==> config.mk <==
export PLATFORM = sky130hd
export DESIGN_NAME = udp_frame_write_ctrl
export DESIGN_NICKNAME = d
export VERILOG_FILES = /design/src/rtl/udp_frame_write_ctrl.sv
export SDC_FILE = /design/constraint.sdc
export NUM_CORES = 1
export LEC_CHECK = 0
export BUFFER_PORTS_ARGS = -buffer_cell sky130_fd_sc_hd__buf_2
export CAP_MARGIN = 5
export CORE_UTILIZATION = 53
export DETAILED_ROUTE_END_ITERATION = 6
export PLACE_DENSITY = 0.71
export SLEW_MARGIN = 20
export SYNTH_ARGS = -nofsm -noshare
export SYNTH_HDL_FRONTEND = slang
export SYNTH_SLANG_ARGS = --single-unit
==> constraint.sdc <==
create_clock -name i_clk -period 4.2 [get_ports i_clk]
set_clock_uncertainty 0.05 [all_clocks]
set_input_delay 0.42 -clock i_clk [delete_from_list [all_inputs] [get_ports i_clk]]
set_output_delay 0.42 -clock i_clk [all_outputs]
set_load 0.01 [all_outputs]
==> src/rtl/udp_frame_write_ctrl.sv <==
// Frame-buffer write sequencer: repacks parser pixels to RGB565, queues them, and issues req/ack writes on a raster address.
// Optional FRAME_WRITE_STATS_EN adds the o_drop_cnt / o_frame_cnt statistics outputs.
module udp_frame_write_ctrl #(
    parameter int IMG_W      = 800,
    parameter int IMG_H      = 600,
    parameter int ADDR_W     = 20,
    parameter int FIFO_DEPTH = 16
) (
    input  logic              i_clk,
    input  logic              i_rst_n,
    input  logic              i_enable,
    input  logic              i_frame_start,
    input  logic              i_pix_valid,
    input  logic [7:0]        i_pix_R,
    input  logic [7:0]        i_pix_G,
    input  logic [7:0]        i_pix_B,
    output logic              o_wr_req,
    output logic [ADDR_W-1:0] o_wr_addr,
    output logic [15:0]       o_wr_data,
    input  logic              i_wr_ack,
    output logic              o_frame_done,
    output logic              o_overflow,
`ifdef FRAME_WRITE_STATS_EN
    output logic [15:0]       o_drop_cnt,
    output logic [15:0]       o_frame_cnt,
`endif
    output logic              o_busy
);

    localparam int PTR_W = $clog2(FIFO_DEPTH);
    localparam logic [ADDR_W-1:0] LAST_ADDR = ADDR_W'(IMG_W * IMG_H - 1);
    localparam logic [PTR_W:0]    FULL_CNT  = (PTR_W + 1)'(FIFO_DEPTH);

    typedef enum logic {S_IDLE, S_REQ} state_t;

    state_t            r_state;
    logic [15:0]       r_mem [FIFO_DEPTH];
    logic [PTR_W-1:0]  r_wrPtr;
    logic [PTR_W-1:0]  r_rdPtr;
    logic [PTR_W:0]    r_count;
    logic [ADDR_W-1:0] r_addrCnt;
    logic              r_stale;

    logic              w_pixIn;
    logic              w_full;
    logic              w_ackTake;
    logic              w_pop;
    logic              w_push;
    logic              w_drop;
    logic              w_lastAck;
    logic [15:0]       w_pixData;
    logic [15:0]       w_headData;
    logic [PTR_W-1:0]  w_wrIdx;
    logic [ADDR_W-1:0] w_addrNext;
    logic              w_unusedBits;

    assign w_pixData    = {i_pix_R[7:3], i_pix_G[7:2], i_pix_B[7:3]};
    assign w_unusedBits = ^{i_pix_R[2:0], i_pix_G[1:0], i_pix_B[2:0]};
    assign w_headData   = r_mem[r_rdPtr];
    assign w_full       = (r_count == FULL_CNT);
    assign w_pixIn      = i_pix_valid & i_enable;
    assign w_ackTake    = (r_state == S_REQ) & i_wr_ack;
    // A frame-start flush discards the old queue, so nothing is popped from it in that cycle.
    assign w_pop        = ~i_frame_start & (r_count != '0) & ((r_state == S_IDLE) | i_wr_ack);
    assign w_push       = w_pixIn & (i_frame_start | ~w_full | w_pop);
    assign w_drop       = w_pixIn & ~i_frame_start & w_full & ~w_pop;
    assign w_wrIdx      = i_frame_start ? '0 : r_wrPtr;
    assign w_lastAck    = w_ackTake & ~r_stale & (r_addrCnt == LAST_ADDR);
    // A request left over from before a frame start must not move the freshly zeroed counter.
    assign w_addrNext   = r_stale ? r_addrCnt :
                          ((r_addrCnt == LAST_ADDR) ? '0 : r_addrCnt + 1'b1);
    assign o_busy       = (r_count != '0) | (r_state == S_REQ);

    always_ff @(posedge i_clk) begin
        if (w_push) begin
            r_mem[w_wrIdx] <= w_pixData;
        end
    end

    always_ff @(posedge i_clk or negedge i_rst_n) begin
        if (!i_rst_n) begin
            r_wrPtr <= '0;
            r_rdPtr <= '0;
            r_count <= '0;
        end else if (i_frame_start) begin
            r_rdPtr <= '0;
            r_wrPtr <= PTR_W'(w_push);
            r_count <= (PTR_W + 1)'(w_push);
        end else begin
            if (w_push) r_wrPtr <= r_wrPtr + 1'b1;
            if (w_pop)  r_rdPtr <= r_rdPtr + 1'b1;
            if (w_push && !w_pop)      r_count <= r_count + 1'b1;
            else if (!w_push && w_pop) r_count <= r_count - 1'b1;
        end
    end

    always_ff @(posedge i_clk or negedge i_rst_n) begin
        if (!i_rst_n) begin
            r_state      <= S_IDLE;
            o_wr_req     <= 1'b0;
            o_wr_addr    <= '0;
            o_wr_data    <= '0;
            o_frame_done <= 1'b0;
            o_overflow   <= 1'b0;
            r_addrCnt    <= '0;
            r_stale      <= 1'b0;
        end else begin
            o_frame_done <= w_lastAck;

            if (i_frame_start)  o_overflow <= 1'b0;
            else if (w_drop)    o_overflow <= 1'b1;

            if (i_frame_start)  r_addrCnt <= '0;
            else if (w_ackTake) r_addrCnt <= w_addrNext;

            if (w_ackTake)                              r_stale <= 1'b0;
            else if (i_frame_start && r_state == S_REQ) r_stale <= 1'b1;

            case (r_state)
                S_IDLE: begin
                    if (w_pop) begin
                        r_state   <= S_REQ;
                        o_wr_req  <= 1'b1;
                        o_wr_addr <= r_addrCnt;
                        o_wr_data <= w_headData;
                    end
                end
                S_REQ: begin
                    if (i_wr_ack) begin
                        if (w_pop) begin
                            o_wr_addr <= w_addrNext;
                            o_wr_data <= w_headData;
                        end else begin
                            r_state  <= S_IDLE;
                            o_wr_req <= 1'b0;
                        end
                    end
                end
                default: begin
                    r_state  <= S_IDLE;
                    o_wr_req <= 1'b0;
                end
            endcase
        end
    end

`ifdef FRAME_WRITE_STATS_EN
    always_ff @(posedge i_clk or negedge i_rst_n) begin
        if (!i_rst_n) begin
            o_drop_cnt  <= '0;
            o_frame_cnt <= '0;
        end else begin
            if (w_drop && o_drop_cnt != 16'hFFFF) o_drop_cnt <= o_drop_cnt + 1'b1;
            if (w_lastAck) o_frame_cnt <= o_frame_cnt + 1'b1;
        end
    end
`endif

endmodule
==> impl_metrics.prom, run 1 <==
# TYPE chip_impl_metric gauge
chip_impl_metric{name="drv.max_cap_violation_count",unit=""} 0
chip_impl_metric{name="synth.yosys.seq_area_share",unit=""} 0.700
chip_impl_metric{name="total_iterations_of_the_first_detailed_routing_run",unit=""} 6
chip_impl_info{name="cells_taking_the_most_area_after_synthesis",value="edfxtp_1, dfrtp_1, mux4_2"} 1
chip_impl_metric{name="complex_gate_fraction_of_the_synthesized_area",unit=""} 0.0467
chip_impl_metric{name="antenna_found_initial",unit=""} 0
chip_impl_metric{name="grt_overflow",unit=""} 0
chip_impl_metric{name="path_clk_slew",unit="ns"} 0.06
chip_impl_metric{name="fin_area",unit="sq um"} 15500
chip_impl_info{name="cpMostUsedCell",value="a21oi_1"} 1
chip_impl_metric{name="period_needed",unit="ns"} 3.57
chip_impl_metric{name="setup.reg_to_reg.worst_slack",unit="ns"} 0.63
chip_impl_metric{name="initial_core_util",unit=""} 0.541
chip_impl_metric{name="synth.cell_area",unit="sq um"} 13600
chip_impl_metric{name="synthesis.nets",unit=""} 822
chip_impl_metric{name="synth_mux_area_frac",unit=""} 0.152
chip_impl_metric{name="ratio_of_cells_with_drive_above_1_in_the_final_layout",unit=""} 0.271
chip_impl_metric{name="final_antenna_net_count",unit=""} 0
chip_impl_info{name="first_element_of_the_critical_path",value="r_count[1]"} 1
chip_impl_info{name="yosys.cell_count.top_type",value="edfxtp_1"} 1
chip_impl_metric{name="yosysWarnings",unit=""} 0
chip_impl_metric{name="timing.reg2reg.worst_path_depth",unit=""} 10
chip_impl_metric{name="total_setup_buffers_inserted_after_cts",unit=""} 0
chip_impl_metric{name="netlist-cell-type-count",unit=""} 59
chip_impl_metric{name="post-route-period-util",unit=""} 0.850
chip_impl_info{name="cp-start-kind",value="flip-flop"} 1
chip_impl_info{name="synth_flop_cell",value="edfxtp_1"} 1
chip_impl_metric{name="postPlaceCellArea",unit="sq um"} 14300
chip_impl_info{name="clockRootBuffer",value="clkbuf_16"} 1
chip_impl_metric{name="timing.setup.tns",unit="ns"} 0
chip_impl_info{name="path_class",value="reg -> reg"} 1
chip_impl_info{name="combinational_family_with_the_most_area_after_synthesis",value="multiplexers"} 1
chip_impl_info{name="post_synthesis_cell_type_with_the_largest_combined_area",value="edfxtp_1"} 1
chip_impl_metric{name="route.vias.total",unit=""} 7467
chip_impl_metric{name="detail_route.wl_per_cell",unit="um"} 23.6
chip_impl_info{name="cp_cell_sequence",value="or4_1 > o21a_1 > nand2_4 > nand2b_1 > fa_1 > a21o_1 > a21oi_1 > mux2i_1 > a21oi_1 > a21oi_1"} 1
chip_impl_metric{name="hold_depth",unit=""} 2
chip_impl_metric{name="powerDensity",unit="nW/um^2"} 569
chip_impl_info{name="crit-reg2reg-launch",value="r_count[1]"} 1
chip_impl_metric{name="vias_in_the_first_global_route",unit=""} 7673
chip_impl_metric{name="worstSkewPairLatency",unit="ns"} 0.53
chip_impl_metric{name="cts_buffer_depth",unit=""} 3
chip_impl_metric{name="io_buffer_count",unit=""} 61
chip_impl_info{name="cts_tree",value="done"} 1
chip_impl_info{name="cpMaxStageDelayCell",value="or4_1"} 1
chip_impl_metric{name="p_int",unit="mW"} 6.45
chip_impl_metric{name="htreeDepth",unit=""} 2
chip_impl_metric{name="arrival",unit="ns"} 3.96
chip_impl_metric{name="cts_made_buffers",unit=""} 36
chip_impl_metric{name="die_footprint",unit="sq um"} 26400
chip_impl_metric{name="clock_power_share",unit=""} 0.344
chip_impl_info{name="holdPathEnd",value="o_wr_addr[16]"} 1
chip_impl_metric{name="number_of_max_slew_violations_in_the_final_report",unit=""} 0
chip_impl_metric{name="cts_hold_repair.buffers",unit=""} 0
chip_impl_metric{name="synth_async_sr_flop_share",unit=""} 0.224
chip_impl_metric{name="synth_xor_xnor_area_share",unit=""} 0.0109
chip_impl_metric{name="critical_path.max_stage_delay",unit="ns"} 0.65
chip_impl_metric{name="hpwlAfterDp",unit="mm"} 16.2
chip_impl_metric{name="worstPathBufferInverterCount",unit=""} 0
chip_impl_metric{name="drc_errors",unit=""} 0
chip_impl_metric{name="post_synthesis_share_of_cell_area_spent_on_and_or_nand_and_nor_gates",unit=""} 0.0638
chip_impl_metric{name="power.net_switching",unit="mW"} 2.37
chip_impl_metric{name="maximum_number_of_pins_on_one_net_before_global_route_repair",unit=""} 75
chip_impl_metric{name="die-width",unit="um"} 162
chip_impl_metric{name="worstPathRequired",unit="ns"} 4.59
chip_impl_metric{name="routed_via_density",unit=""} 6.15
chip_impl_metric{name="insertedDiodeCount",unit=""} 0
chip_impl_metric{name="final_wtd_congestion",unit=""} 0.859
chip_impl_metric{name="share_comb_of_total_power",unit=""} 0.196
chip_impl_info{name="yosys-top-cells-count",value="edfxtp_1, mux4_2, dfrtp_1, nor2_1, nand2_1"} 1
chip_impl_metric{name="synth-seq-cells",unit=""} 330
chip_impl_metric{name="area_growth",unit="%"} 13.7
chip_impl_metric{name="core_region_area",unit="sq um"} 25200
chip_impl_metric{name="track_usage",unit=""} 0.227
chip_impl_metric{name="syn_area_per_cell",unit="sq um"} 17.4
chip_impl_info{name="status",value="completed"} 1
chip_impl_metric{name="fmax",unit="MHz"} 280
chip_impl_metric{name="finalNetCount",unit=""} 897
chip_impl_metric{name="nFillCells",unit=""} 1793
chip_impl_metric{name="core.rowCount",unit=""} 58
chip_impl_metric{name="sw_frac_of_total",unit=""} 0.269
chip_impl_metric{name="synth_top_area_frac",unit=""} 0.564
chip_impl_metric{name="drt_iter0_drc",unit=""} 694
chip_impl_metric{name="worst-slew-pin-transition",unit="ns"} 1.01
chip_impl_metric{name="die_height",unit="um"} 162
chip_impl_metric{name="cts_sinks",unit=""} 330
chip_impl_metric{name="vdd.ir_drop.worst",unit="mV"} 0.423
chip_impl_info{name="worst_hold_path_type",value="in -> reg"} 1
chip_impl_metric{name="cts_resized",unit=""} 0
chip_impl_metric{name="num_io_pins",unit=""} 70
chip_impl_metric{name="setup_viol",unit=""} 0
chip_impl_metric{name="finalHoldViolCount",unit=""} 0
chip_impl_metric{name="number_of_enable_type_register_cells_in_the_synthesized_netlist",unit=""} 256
chip_impl_metric{name="slew-limit-headroom",unit=""} 0.327
chip_impl_metric{name="synthAdderAreaFrac",unit=""} 0.00973
chip_impl_metric{name="power.sequential.fraction",unit=""} 0.460
chip_impl_metric{name="worstPathMaxFanout",unit=""} 19
chip_impl_info{name="grt_setup_unrepaired",value="no"} 1
chip_impl_metric{name="post_synthesis_instance_total",unit=""} 782
chip_impl_metric{name="grt_pass1_wl",unit="mm"} 44.2
chip_impl_metric{name="routed_wire_length",unit="mm"} 28.6
chip_impl_info{name="critical_path.top_delay_family",value="simple AND/OR/NAND/NOR gates"} 1
chip_impl_info{name="min_from",value="i_wr_ack"} 1
chip_impl_info{name="setup.worst_path.end_class",value="flip-flop"} 1
chip_impl_info{name="r2r_end",value="r_count[4]"} 1
chip_impl_metric{name="p_leak",unit="nW"} 5.31
## layout make-up
cell class	instances	area, sq um	share of cell area
Timing Repair Buffer	82	484	0.0313
Sequential cell	330	9550	0.616
Clock buffer	46	960	0.0619
Clock inverter	20	186	0.0120
Inverter	4	15.0	0.000969
Tap cell	330	413	0.0267
Multi-Input combinational cell	403	3880	0.251
## metrics by stage
step	power [mW]	cells	util	hold slack [ns]	setup slack (ns)
floorplan	5.36	782	-	0.0744	1.01
global placement	5.81	1148	0.569	0.410	0.785
detailed placement	5.88	1148	0.569	0.417	0.651
CTS	8.92	1214	0.615	0.0608	0.636
global route	9.21	1215	0.615	0.116	0.391
finish	8.82	1215	0.615	0.115	0.629
## metal layers
layer / wire (um) / GRT usage / vias up / share of wire
li1: - / - / 3277 / -
met1: 11300 / 0.297 / 3869 / 0.40
met2: 14800 / 0.388 / 272 / 0.52
met3: 1840 / 0.0364 / 49 / 0.064
met4: 660 / 0.0819 / 0 / 0.023
met5: 0 / 0 / - / 0
## cells in the final DEF, fill, tap and decap left out, drive strengths merged, types with 2 or more instances in the layout
master | Yosys | final
xor2 | 13 | 13
a21o | 4 | 4
nand4b | 4 | 4
a32o | 2 | 2
o31a | 3 | 3
mux2i | 4 | 4
o21ai | 36 | 36
nor3 | 9 | 9
edfxtp | 256 | 256
clkinv | 1 | 14
nand3b | 3 | 3
nor2 | 46 | 46
inv | 3 | 7
ha | 9 | 9
nor4b | 2 | 2
mux2 | 20 | 20
buf | 20 | 81
o21a | 4 | 4
or3 | 7 | 7
mux4 | 80 | 80
a31oi | 5 | 5
or4 | 6 | 6
nand4 | 9 | 9
xnor2 | 4 | 4
a21oi | 32 | 32
and3 | 7 | 7
clkbuf | 25 | 46
nand2b | 5 | 5
nand2 | 34 | 34
dfrtp | 74 | 74
and2 | 3 | 3
nor2b | 5 | 5
nand3 | 20 | 20
and4b | 2 | 2
bufinv | 0 | 2
a22oi | 4 | 4
o211ai | 3 | 3
o32ai | 2 | 2
and4 | 3 | 3
## flip-flops by register name, summed over array words and instances (netlist names), 4 cells and up
| signal | cells |
|---|---|
| r_wrPtr | 4 |
| o_wr_data | 16 |
| r_addrCnt | 20 |
| r_rdPtr | 4 |
| o_wr_addr | 20 |
| r_count | 5 |
| r_mem | 256 |
## power groups by stage
stage / clock, mW / sequential, mW / combinational (mW)
final: 3.03 / 4.06 / 1.73
after global routing: 3.21 / 4.11 / 1.89
after floorplan: 0 / 3.95 / 1.41
after detailed placement: 0 / 4.13 / 1.74
after global placement: 0 / 4.12 / 1.69
after CTS: 3.10 / 4.07 / 1.75
## how the worst max path moves through the flow
| stage | cells after the start | slack (ns) | endpoint |
|---|---|---|---|
| after detailed placement | 10 | 0.65 | r_count[4] |
| after global placement | 10 | 0.78 | r_count[4] |
| after floorplan | 13 | 1.01 | r_count[4] |
| final | 10 | 0.63 | r_count[4] |
| after global routing | 10 | 0.39 | r_count[4] |
| after CTS | 10 | 0.64 | r_count[4] |
## cells by family after synthesis
family | count (synthesis)
compound gates | 104
xor+xnor | 17
fa+ha+maj | 10
buf+inv | 49
flops | 330
mux | 104
simple gates | 168
Power figures use the tool's default switching activity.
==> run 2, diff against run 1 <==
--- a/config.mk
+++ b/config.mk
@@ -7,10 +7,12 @@
 export LEC_CHECK = 0
 export BUFFER_PORTS_ARGS = -buffer_cell sky130_fd_sc_hd__buf_2
 export CAP_MARGIN = 5
+export CELL_PAD_IN_SITES_DETAIL_PLACEMENT = 0
+export CELL_PAD_IN_SITES_GLOBAL_PLACEMENT = 1
 export CORE_UTILIZATION = 53
 export DETAILED_ROUTE_END_ITERATION = 6
-export PLACE_DENSITY = 0.71
-export SLEW_MARGIN = 20
+export PLACE_DENSITY_LB_ADDON = 0.1
+export SLEW_MARGIN = 10
 export SYNTH_ARGS = -nofsm -noshare
 export SYNTH_HDL_FRONTEND = slang
 export SYNTH_SLANG_ARGS = --single-unit
==> run 2 against run 1 <==
Compared with the run above:
- global-route usage fell by 0.16 points
- worst hold slack worse by 0.094 ns
- critical path depth did not move
- cell area is 0.45% lower
- combinational power up 9%
- setup slack better by 0.024 ns
- sequential power decreased by 4%
- clock power is 6% lower
- critical path type unchanged
==> impl_metrics.prom, run 2 (same netlist as run 1, synthesis figures left out) <==
# TYPE chip_impl_metric gauge
chip_impl_info{name="grt_busiest_layer",value="met2"} 1
chip_impl_metric{name="worstPathRequired",unit="ns"} 4.57
chip_impl_metric{name="cts_sinks",unit=""} 330
chip_impl_metric{name="detail_route.wl_per_cell",unit="um"} 23.3
chip_impl_metric{name="hpwlAfterDp",unit="mm"} 16.1
chip_impl_metric{name="die_footprint",unit="sq um"} 26400
chip_impl_metric{name="largest_reg_flops",unit=""} 256
chip_impl_info{name="setup.worst_path.end_class",value="flip-flop"} 1
chip_impl_info{name="clockRootBuffer",value="clkbuf_16"} 1
chip_impl_metric{name="area_growth",unit="%"} 13.2
chip_impl_metric{name="finalHoldViolCount",unit=""} 0
chip_impl_metric{name="finalNetCount",unit=""} 899
chip_impl_metric{name="routed_via_density",unit=""} 6.05
chip_impl_metric{name="worstPathBufferInverterCount",unit=""} 0
chip_impl_metric{name="cts_made_buffers",unit=""} 35
chip_impl_metric{name="drt_iter0_drc",unit=""} 688
chip_impl_metric{name="vdd.ir_drop.worst",unit="mV"} 0.417
chip_impl_metric{name="share_of_the_core_filled_with_cells_in_the_final_layout",unit=""} 0.612
chip_impl_metric{name="p_leak",unit="nW"} 5.28
chip_impl_info{name="critical_path.top_delay_family",value="simple AND/OR/NAND/NOR gates"} 1
chip_impl_metric{name="core_region_area",unit="sq um"} 25200
chip_impl_info{name="regMostFlops",value="r_mem"} 1
chip_impl_metric{name="ratio_of_cells_with_drive_above_1_in_the_final_layout",unit=""} 0.263
chip_impl_metric{name="fmax",unit="MHz"} 282
chip_impl_metric{name="period_needed",unit="ns"} 3.55
chip_impl_metric{name="num_io_pins",unit=""} 70
chip_impl_metric{name="grt.met2_usage",unit=""} 0.384
chip_impl_metric{name="path_clk_slew",unit="ns"} 0.06
chip_impl_info{name="path_class",value="reg -> reg"} 1
chip_impl_metric{name="grt_overflow",unit=""} 0
chip_impl_info{name="cp_cell_sequence",value="or4_1 > o21a_1 > nand2_4 > nand2b_1 > fa_1 > a21o_1 > a21oi_1 > mux2i_1 > a21oi_1 > a21oi_1"} 1
chip_impl_metric{name="worstPathMaxFanout",unit=""} 19
chip_impl_metric{name="drc_errors",unit=""} 0
chip_impl_metric{name="route.vias.total",unit=""} 7333
chip_impl_info{name="cp-start-kind",value="flip-flop"} 1
chip_impl_metric{name="routed_wire_length",unit="mm"} 28.3
chip_impl_metric{name="worstSkewPairLatency",unit="ns"} 0.52
chip_impl_metric{name="cts_hold_repair.buffers",unit=""} 0
chip_impl_info{name="layout_commonest_cell",value="edfxtp_1"} 1
chip_impl_metric{name="total_setup_buffers_inserted_after_cts",unit=""} 0
chip_impl_metric{name="worst-slew-pin-transition",unit="ns"} 1.18
chip_impl_metric{name="initial_core_util",unit=""} 0.541
chip_impl_metric{name="arrival",unit="ns"} 3.92
chip_impl_metric{name="antenna_found_initial",unit=""} 2
chip_impl_info{name="r2r_end",value="r_count[4]"} 1
chip_impl_metric{name="setup_viol",unit=""} 0
chip_impl_info{name="most-common-layout-cells",value="edfxtp_1, mux4_2, dfrtp_1, buf_2, nor2_1"} 1
chip_impl_metric{name="vias_in_the_first_global_route",unit=""} 7377
chip_impl_metric{name="final_wtd_congestion",unit=""} 0.837
chip_impl_metric{name="maximum_number_of_pins_on_one_net_before_global_route_repair",unit=""} 75
chip_impl_info{name="biggestRegsByFlops",value="r_mem x256, o_wr_addr x20, r_addrCnt x20"} 1
chip_impl_metric{name="die-width",unit="um"} 162
chip_impl_info{name="cts_tree",value="done"} 1
chip_impl_metric{name="core.rowCount",unit=""} 58
chip_impl_metric{name="slew-limit-headroom",unit=""} 0.211
chip_impl_metric{name="total_iterations_of_the_first_detailed_routing_run",unit=""} 5
chip_impl_info{name="crit-reg2reg-launch",value="r_count[1]"} 1
chip_impl_metric{name="drv.max_cap_violation_count",unit=""} 0
chip_impl_info{name="cpMaxStageDelayCell",value="or4_1"} 1
chip_impl_metric{name="timing.setup.tns",unit="ns"} 0
chip_impl_metric{name="htreeDepth",unit=""} 2
chip_impl_metric{name="critical_path.max_stage_delay",unit="ns"} 0.64
chip_impl_metric{name="number_of_max_slew_violations_in_the_final_report",unit=""} 0
chip_impl_metric{name="nFillCells",unit=""} 1818
chip_impl_metric{name="timing.reg2reg.worst_path_depth",unit=""} 10
chip_impl_info{name="status",value="completed"} 1
chip_impl_metric{name="die_height",unit="um"} 162
chip_impl_info{name="worst_hold_path_type",value="in -> async"} 1
chip_impl_metric{name="post-route-period-util",unit=""} 0.845
chip_impl_metric{name="track_usage",unit=""} 0.226
chip_impl_metric{name="groute.layer.met1.usage",unit=""} 0.302
chip_impl_metric{name="final_antenna_net_count",unit=""} 0
chip_impl_metric{name="setup.reg_to_reg.worst_slack",unit="ns"} 0.65
chip_impl_info{name="grt_setup_unrepaired",value="no"} 1
chip_impl_metric{name="cts_resized",unit=""} 0
chip_impl_metric{name="global_route.usage.met3",unit=""} 0.0334
chip_impl_metric{name="powerDensity",unit="nW/um^2"} 561
chip_impl_info{name="cpMostUsedCell",value="a21oi_1"} 1
chip_impl_metric{name="io_buffer_count",unit=""} 61
chip_impl_metric{name="grt_pass1_wl",unit="mm"} 43.7
chip_impl_metric{name="cts_buffer_depth",unit=""} 3
run 2: metrics by stage:
step | area [sq um] | hold WS (ns) | cells | setup WS, ns | power (mW)
6_report | 15400 | 0.0216 | 1213 | 0.653 | 8.65
4_1_cts | 15400 | 0.0763 | 1212 | 0.650 | 8.75
3_3_place_gp | 14400 | 0.409 | 1152 | 0.777 | 5.83
2_1_floorplan | 13600 | 0.0744 | 782 | 1.01 | 5.36
3_5_place_dp | 14400 | 0.414 | 1152 | 0.660 | 5.89
5_1_grt | 15400 | 0.126 | 1212 | 0.454 | 9.04
run 2: worst max-delay path by stage:
stage,startpoint,endpoint,slack [ns],cells after the start
2_1_floorplan,r_count[1],r_count[4],1.01,13
5_1_grt,r_count[0],r_count[4],0.45,10
6_report,r_count[1],r_count[4],0.65,10
4_1_cts,r_count[0],r_count[4],0.65,10
3_3_place_gp,r_count[1],r_count[4],0.78,10
3_5_place_dp,r_count[0],r_count[4],0.66,10
run 2: power breakdown:
part | internal (mW) | total (mW) | switching, mW
Combinational | 0.965 | 1.88 | 0.911
Sequential | 3.72 | 3.91 | 0.193
Clock | 1.68 | 2.86 | 1.18
Total | 6.36 | 8.65 | 2.29
run 2: metal layers:
| metal | vias up | routed length [um] | share of wire |
|---|---|---|---|
| met5 | - | 10 | 0.00035 |
| met1 | 3727 | 11700 | 0.41 |
| met2 | 252 | 14300 | 0.51 |
| met3 | 61 | 1570 | 0.056 |
| li1 | 3291 | - | - |
| met4 | 2 | 708 | 0.025 |
run 2: area by class of cell:
class                      instances  area [sq um]  share of cell area
clock inverter                    13           131             0.00852
inverter                           4          15.0            0.000974
clock buffer                      47           931              0.0604
multi-input combinational        403          3880               0.252
antenna                            1          2.50            0.000162
timing repair buffer              85           500              0.0325
sequential                       330          9540               0.619
tap                              330           413              0.0268
==> run 3, diff against run 2 <==
--- a/config.mk
+++ b/config.mk
@@ -9,7 +9,7 @@
 export CAP_MARGIN = 5
 export CELL_PAD_IN_SITES_DETAIL_PLACEMENT = 0
 export CELL_PAD_IN_SITES_GLOBAL_PLACEMENT = 1
-export CORE_UTILIZATION = 53
+export CORE_UTILIZATION = 47
 export DETAILED_ROUTE_END_ITERATION = 6
 export PLACE_DENSITY_LB_ADDON = 0.1
 export SLEW_MARGIN = 10
==> constraint.sdc (replaced) <==
create_clock -name i_clk -period 3.12 [get_ports i_clk]
set_clock_uncertainty 0.05 [all_clocks]
set_input_delay 0.312 -clock i_clk [delete_from_list [all_inputs] [get_ports i_clk]]
set_output_delay 0.312 -clock i_clk [all_outputs]
set_load 0.01 [all_outputs]
==> run 3 against run 2 <==
Compared with the run above:
- non-clock buffer count up 20
- count of clock-buffer cells in the layout up 4
- setup slack worse by 0.47 ns
- die area up 13%
- cell area up 2.6%
- clock power up 45%
- sequential power up 35%
- sequential share of layout area down 1.6 points
- critical path type unchanged
- critical endpoint unchanged
==> impl_metrics.prom, run 3 (same netlist as run 1, synthesis figures left out) <==
# TYPE chip_impl_metric gauge
chip_impl_metric{name="slew-limit-headroom",unit=""} 0.198
chip_impl_info{name="cp-start-kind",value="flip-flop"} 1
chip_impl_metric{name="routedLengthMet1",unit="mm"} 12.4
chip_impl_metric{name="vdd.ir_drop.worst",unit="mV"} 0.527
chip_impl_metric{name="worst-slew-pin-transition",unit="ns"} 1.20
chip_impl_metric{name="p_leak",unit="nW"} 5.45
chip_impl_metric{name="die-width",unit="um"} 172
chip_impl_metric{name="grt_pass1_wl",unit="mm"} 46.0
chip_impl_metric{name="finalHoldViolCount",unit=""} 0
chip_impl_info{name="regMostFlops",value="r_mem"} 1
chip_impl_info{name="critical_path.endpoint",value="r_count[4]"} 1
chip_impl_info{name="maxUsedRoutingLayer",value="met4"} 1
chip_impl_metric{name="number_of_max_slew_violations_in_the_final_report",unit=""} 0
chip_impl_info{name="min_from",value="i_pix_G[5]"} 1
chip_impl_info{name="setup.worst_path.end_class",value="flip-flop"} 1
chip_impl_metric{name="nFillCells",unit=""} 2142
chip_impl_metric{name="layout.area.seq",unit="sq um"} 9540
chip_impl_info{name="crit-reg2reg-launch",value="r_count[0]"} 1
chip_impl_metric{name="wl_met3",unit="mm"} 1.49
chip_impl_metric{name="vias_in_the_first_global_route",unit=""} 7805
chip_impl_metric{name="drt_iter0_drc",unit=""} 620
chip_impl_info{name="layout_commonest_cell",value="edfxtp_1"} 1
chip_impl_metric{name="timing.setup.tns",unit="ns"} 0
chip_impl_metric{name="detail_route.wl_per_cell",unit="um"} 23.2
chip_impl_metric{name="core_region_area",unit="sq um"} 28200
chip_impl_metric{name="initial_core_util",unit=""} 0.484
chip_impl_metric{name="setup.reg_to_reg.worst_slack",unit="ns"} 0.18
chip_impl_metric{name="final_wtd_congestion",unit=""} 0.866
chip_impl_metric{name="num_io_pins",unit=""} 70
chip_impl_metric{name="hpwlAfterDp",unit="mm"} 17.3
chip_impl_metric{name="core.rowCount",unit=""} 61
chip_impl_metric{name="cts_sinks",unit=""} 330
chip_impl_info{name="clockRootBuffer",value="clkbuf_16"} 1
chip_impl_metric{name="worstPathMaxFanout",unit=""} 6
chip_impl_metric{name="htreeDepth",unit=""} 2
chip_impl_metric{name="drv.max_cap_violation_count",unit=""} 0
chip_impl_metric{name="routed_met2_length",unit="mm"} 15.0
chip_impl_info{name="r2r_end",value="r_count[4]"} 1
chip_impl_metric{name="final_antenna_net_count",unit=""} 0
chip_impl_info{name="grt_setup_unrepaired",value="no"} 1
chip_impl_metric{name="post-route-period-util",unit=""} 0.942
chip_impl_metric{name="grt_overflow",unit=""} 0
chip_impl_metric{name="die_footprint",unit="sq um"} 29700
chip_impl_metric{name="arrival",unit="ns"} 3.34
chip_impl_metric{name="cts_made_buffers",unit=""} 37
chip_impl_metric{name="track_usage",unit=""} 0.215
chip_impl_metric{name="timing.reg2reg.worst_path_depth",unit=""} 10
chip_impl_metric{name="area_growth",unit="%"} 16.1
chip_impl_metric{name="total_iterations_of_the_first_detailed_routing_run",unit=""} 5
chip_impl_metric{name="largest_reg_flops",unit=""} 256
chip_impl_info{name="path_class",value="reg -> reg"} 1
chip_impl_metric{name="routed_via_density",unit=""} 5.81
chip_impl_info{name="cts_tree",value="done"} 1
chip_impl_metric{name="maximum_number_of_pins_on_one_net_before_global_route_repair",unit=""} 70
chip_impl_metric{name="worstSkewPairLatency",unit="ns"} 0.52
chip_impl_metric{name="cts_buffer_depth",unit=""} 3
chip_impl_metric{name="finalNetCount",unit=""} 921
chip_impl_metric{name="fmax",unit="MHz"} 340
chip_impl_info{name="worst_hold_path_type",value="in -> reg"} 1
chip_impl_metric{name="total_setup_buffers_inserted_after_cts",unit=""} 0
chip_impl_info{name="most-common-layout-cells",value="edfxtp_1, mux4_2, dfrtp_1, buf_2, buf_4"} 1
chip_impl_info{name="status",value="completed"} 1
chip_impl_metric{name="route.vias.total",unit=""} 7477
chip_impl_metric{name="setup_viol",unit=""} 0
chip_impl_metric{name="antenna_found_initial",unit=""} 0
chip_impl_metric{name="timing.final.ws_setup",unit="ns"} 0.182
chip_impl_metric{name="drc_errors",unit=""} 0
chip_impl_metric{name="io_buffer_count",unit=""} 61
chip_impl_metric{name="path_clk_slew",unit="ns"} 0.06
chip_impl_metric{name="ratio_of_cells_with_drive_above_1_in_the_final_layout",unit=""} 0.307
chip_impl_info{name="biggestRegsByFlops",value="r_mem x256, o_wr_addr x20, r_addrCnt x20"} 1
chip_impl_metric{name="worstPathRequired",unit="ns"} 3.52
chip_impl_metric{name="period_needed",unit="ns"} 2.94
chip_impl_metric{name="insertedDiodeCount",unit=""} 0
chip_impl_metric{name="routed_wire_length",unit="mm"} 29.9
chip_impl_metric{name="hold_depth",unit=""} 1
chip_impl_metric{name="powerDensity",unit="nW/um^2"} 764
chip_impl_metric{name="footprint_of_the_multi_input_gates",unit="sq um"} 3930
chip_impl_info{name="first_element_of_the_critical_path",value="r_count[0]"} 1
chip_impl_metric{name="pre_cts_slack",unit="ns"} 0.0795
chip_impl_metric{name="die_height",unit="um"} 172
-- run 3: cell types whose count changed in the layout (fill, tap and decap cells not counted), moves of 3 or more --
cell       before  now
clkbuf_8        1    4
clkbuf_16      35   38
clkinv_2        1    7
buf_4          24   40
nor2_1         46   34
nor2_2          0   12
-- run 3: layout make-up --
| cell class | count | share of cell area |
|---|---|---|
| Clock inverter | 17 | 0.00854 |
| Multi-Input combinational cell | 403 | 0.249 |
| Timing Repair Buffer | 105 | 0.0430 |
| Clock buffer | 51 | 0.0657 |
| Tap cell | 378 | 0.0299 |
| Sequential cell | 330 | 0.603 |
| Inverter | 4 | 0.000949 |
-- run 3: per-layer routing --
layer,track usage,vias up
met2,0.366,246
met3,0.0336,79
li1,-,3334
met1,0.278,3818
met4,0.0785,0
met5,0,-
-- run 3: stage by stage --
| step | util | instance area (sq um) | std cells | hold WS [ns] | power (mW) |
|---|---|---|---|---|---|
| floorplan | - | 13600 | 782 | -0.0336 | 7.22 |
| global placement | 0.519 | 14600 | 1218 | 0.409 | 8.01 |
| detailed placement | 0.519 | 14600 | 1218 | 0.417 | 8.07 |
| CTS | 0.561 | 15800 | 1288 | 0.0983 | 12.2 |
| global route | 0.562 | 15800 | 1288 | 0.115 | 12.7 |
| finish | 0.562 | 15800 | 1288 | 0.116 | 12.1 |
-- run 3: where the power goes --
group	internal, mW	switching, mW
combinational	1.40	1.28
clock	2.43	1.70
sequential	5.01	0.267
total	8.84	3.25
-- run 3: worst max-delay path: stages (launching register included) --
cell      delay, ns
dfrtp_1        0.44
or4_4          0.58
or3_4          0.37
o21ai_4        0.15
nand2b_4       0.18
ha_1           0.25
a21o_1         0.18
a21oi_2        0.21
mux2i_1        0.21
a21oi_1        0.09
a21oi_1        0.14
-- run 3: worst min path at each step --
stage,endpoint
2_1_floorplan,o_frame_done
3_3_place_gp,o_wr_addr[8]
3_5_place_dp,o_wr_addr[10]
4_1_cts,r_mem[5][8]
5_1_grt,r_mem[15][14]
6_report,r_mem[5][8]
-- run 3: repair_timing --
action,in CTS,in global routing
endpoints found under the setup margin,0,21
resized for setup,0,3
hold endpoints to repair,68,0
hold buffers,2,0
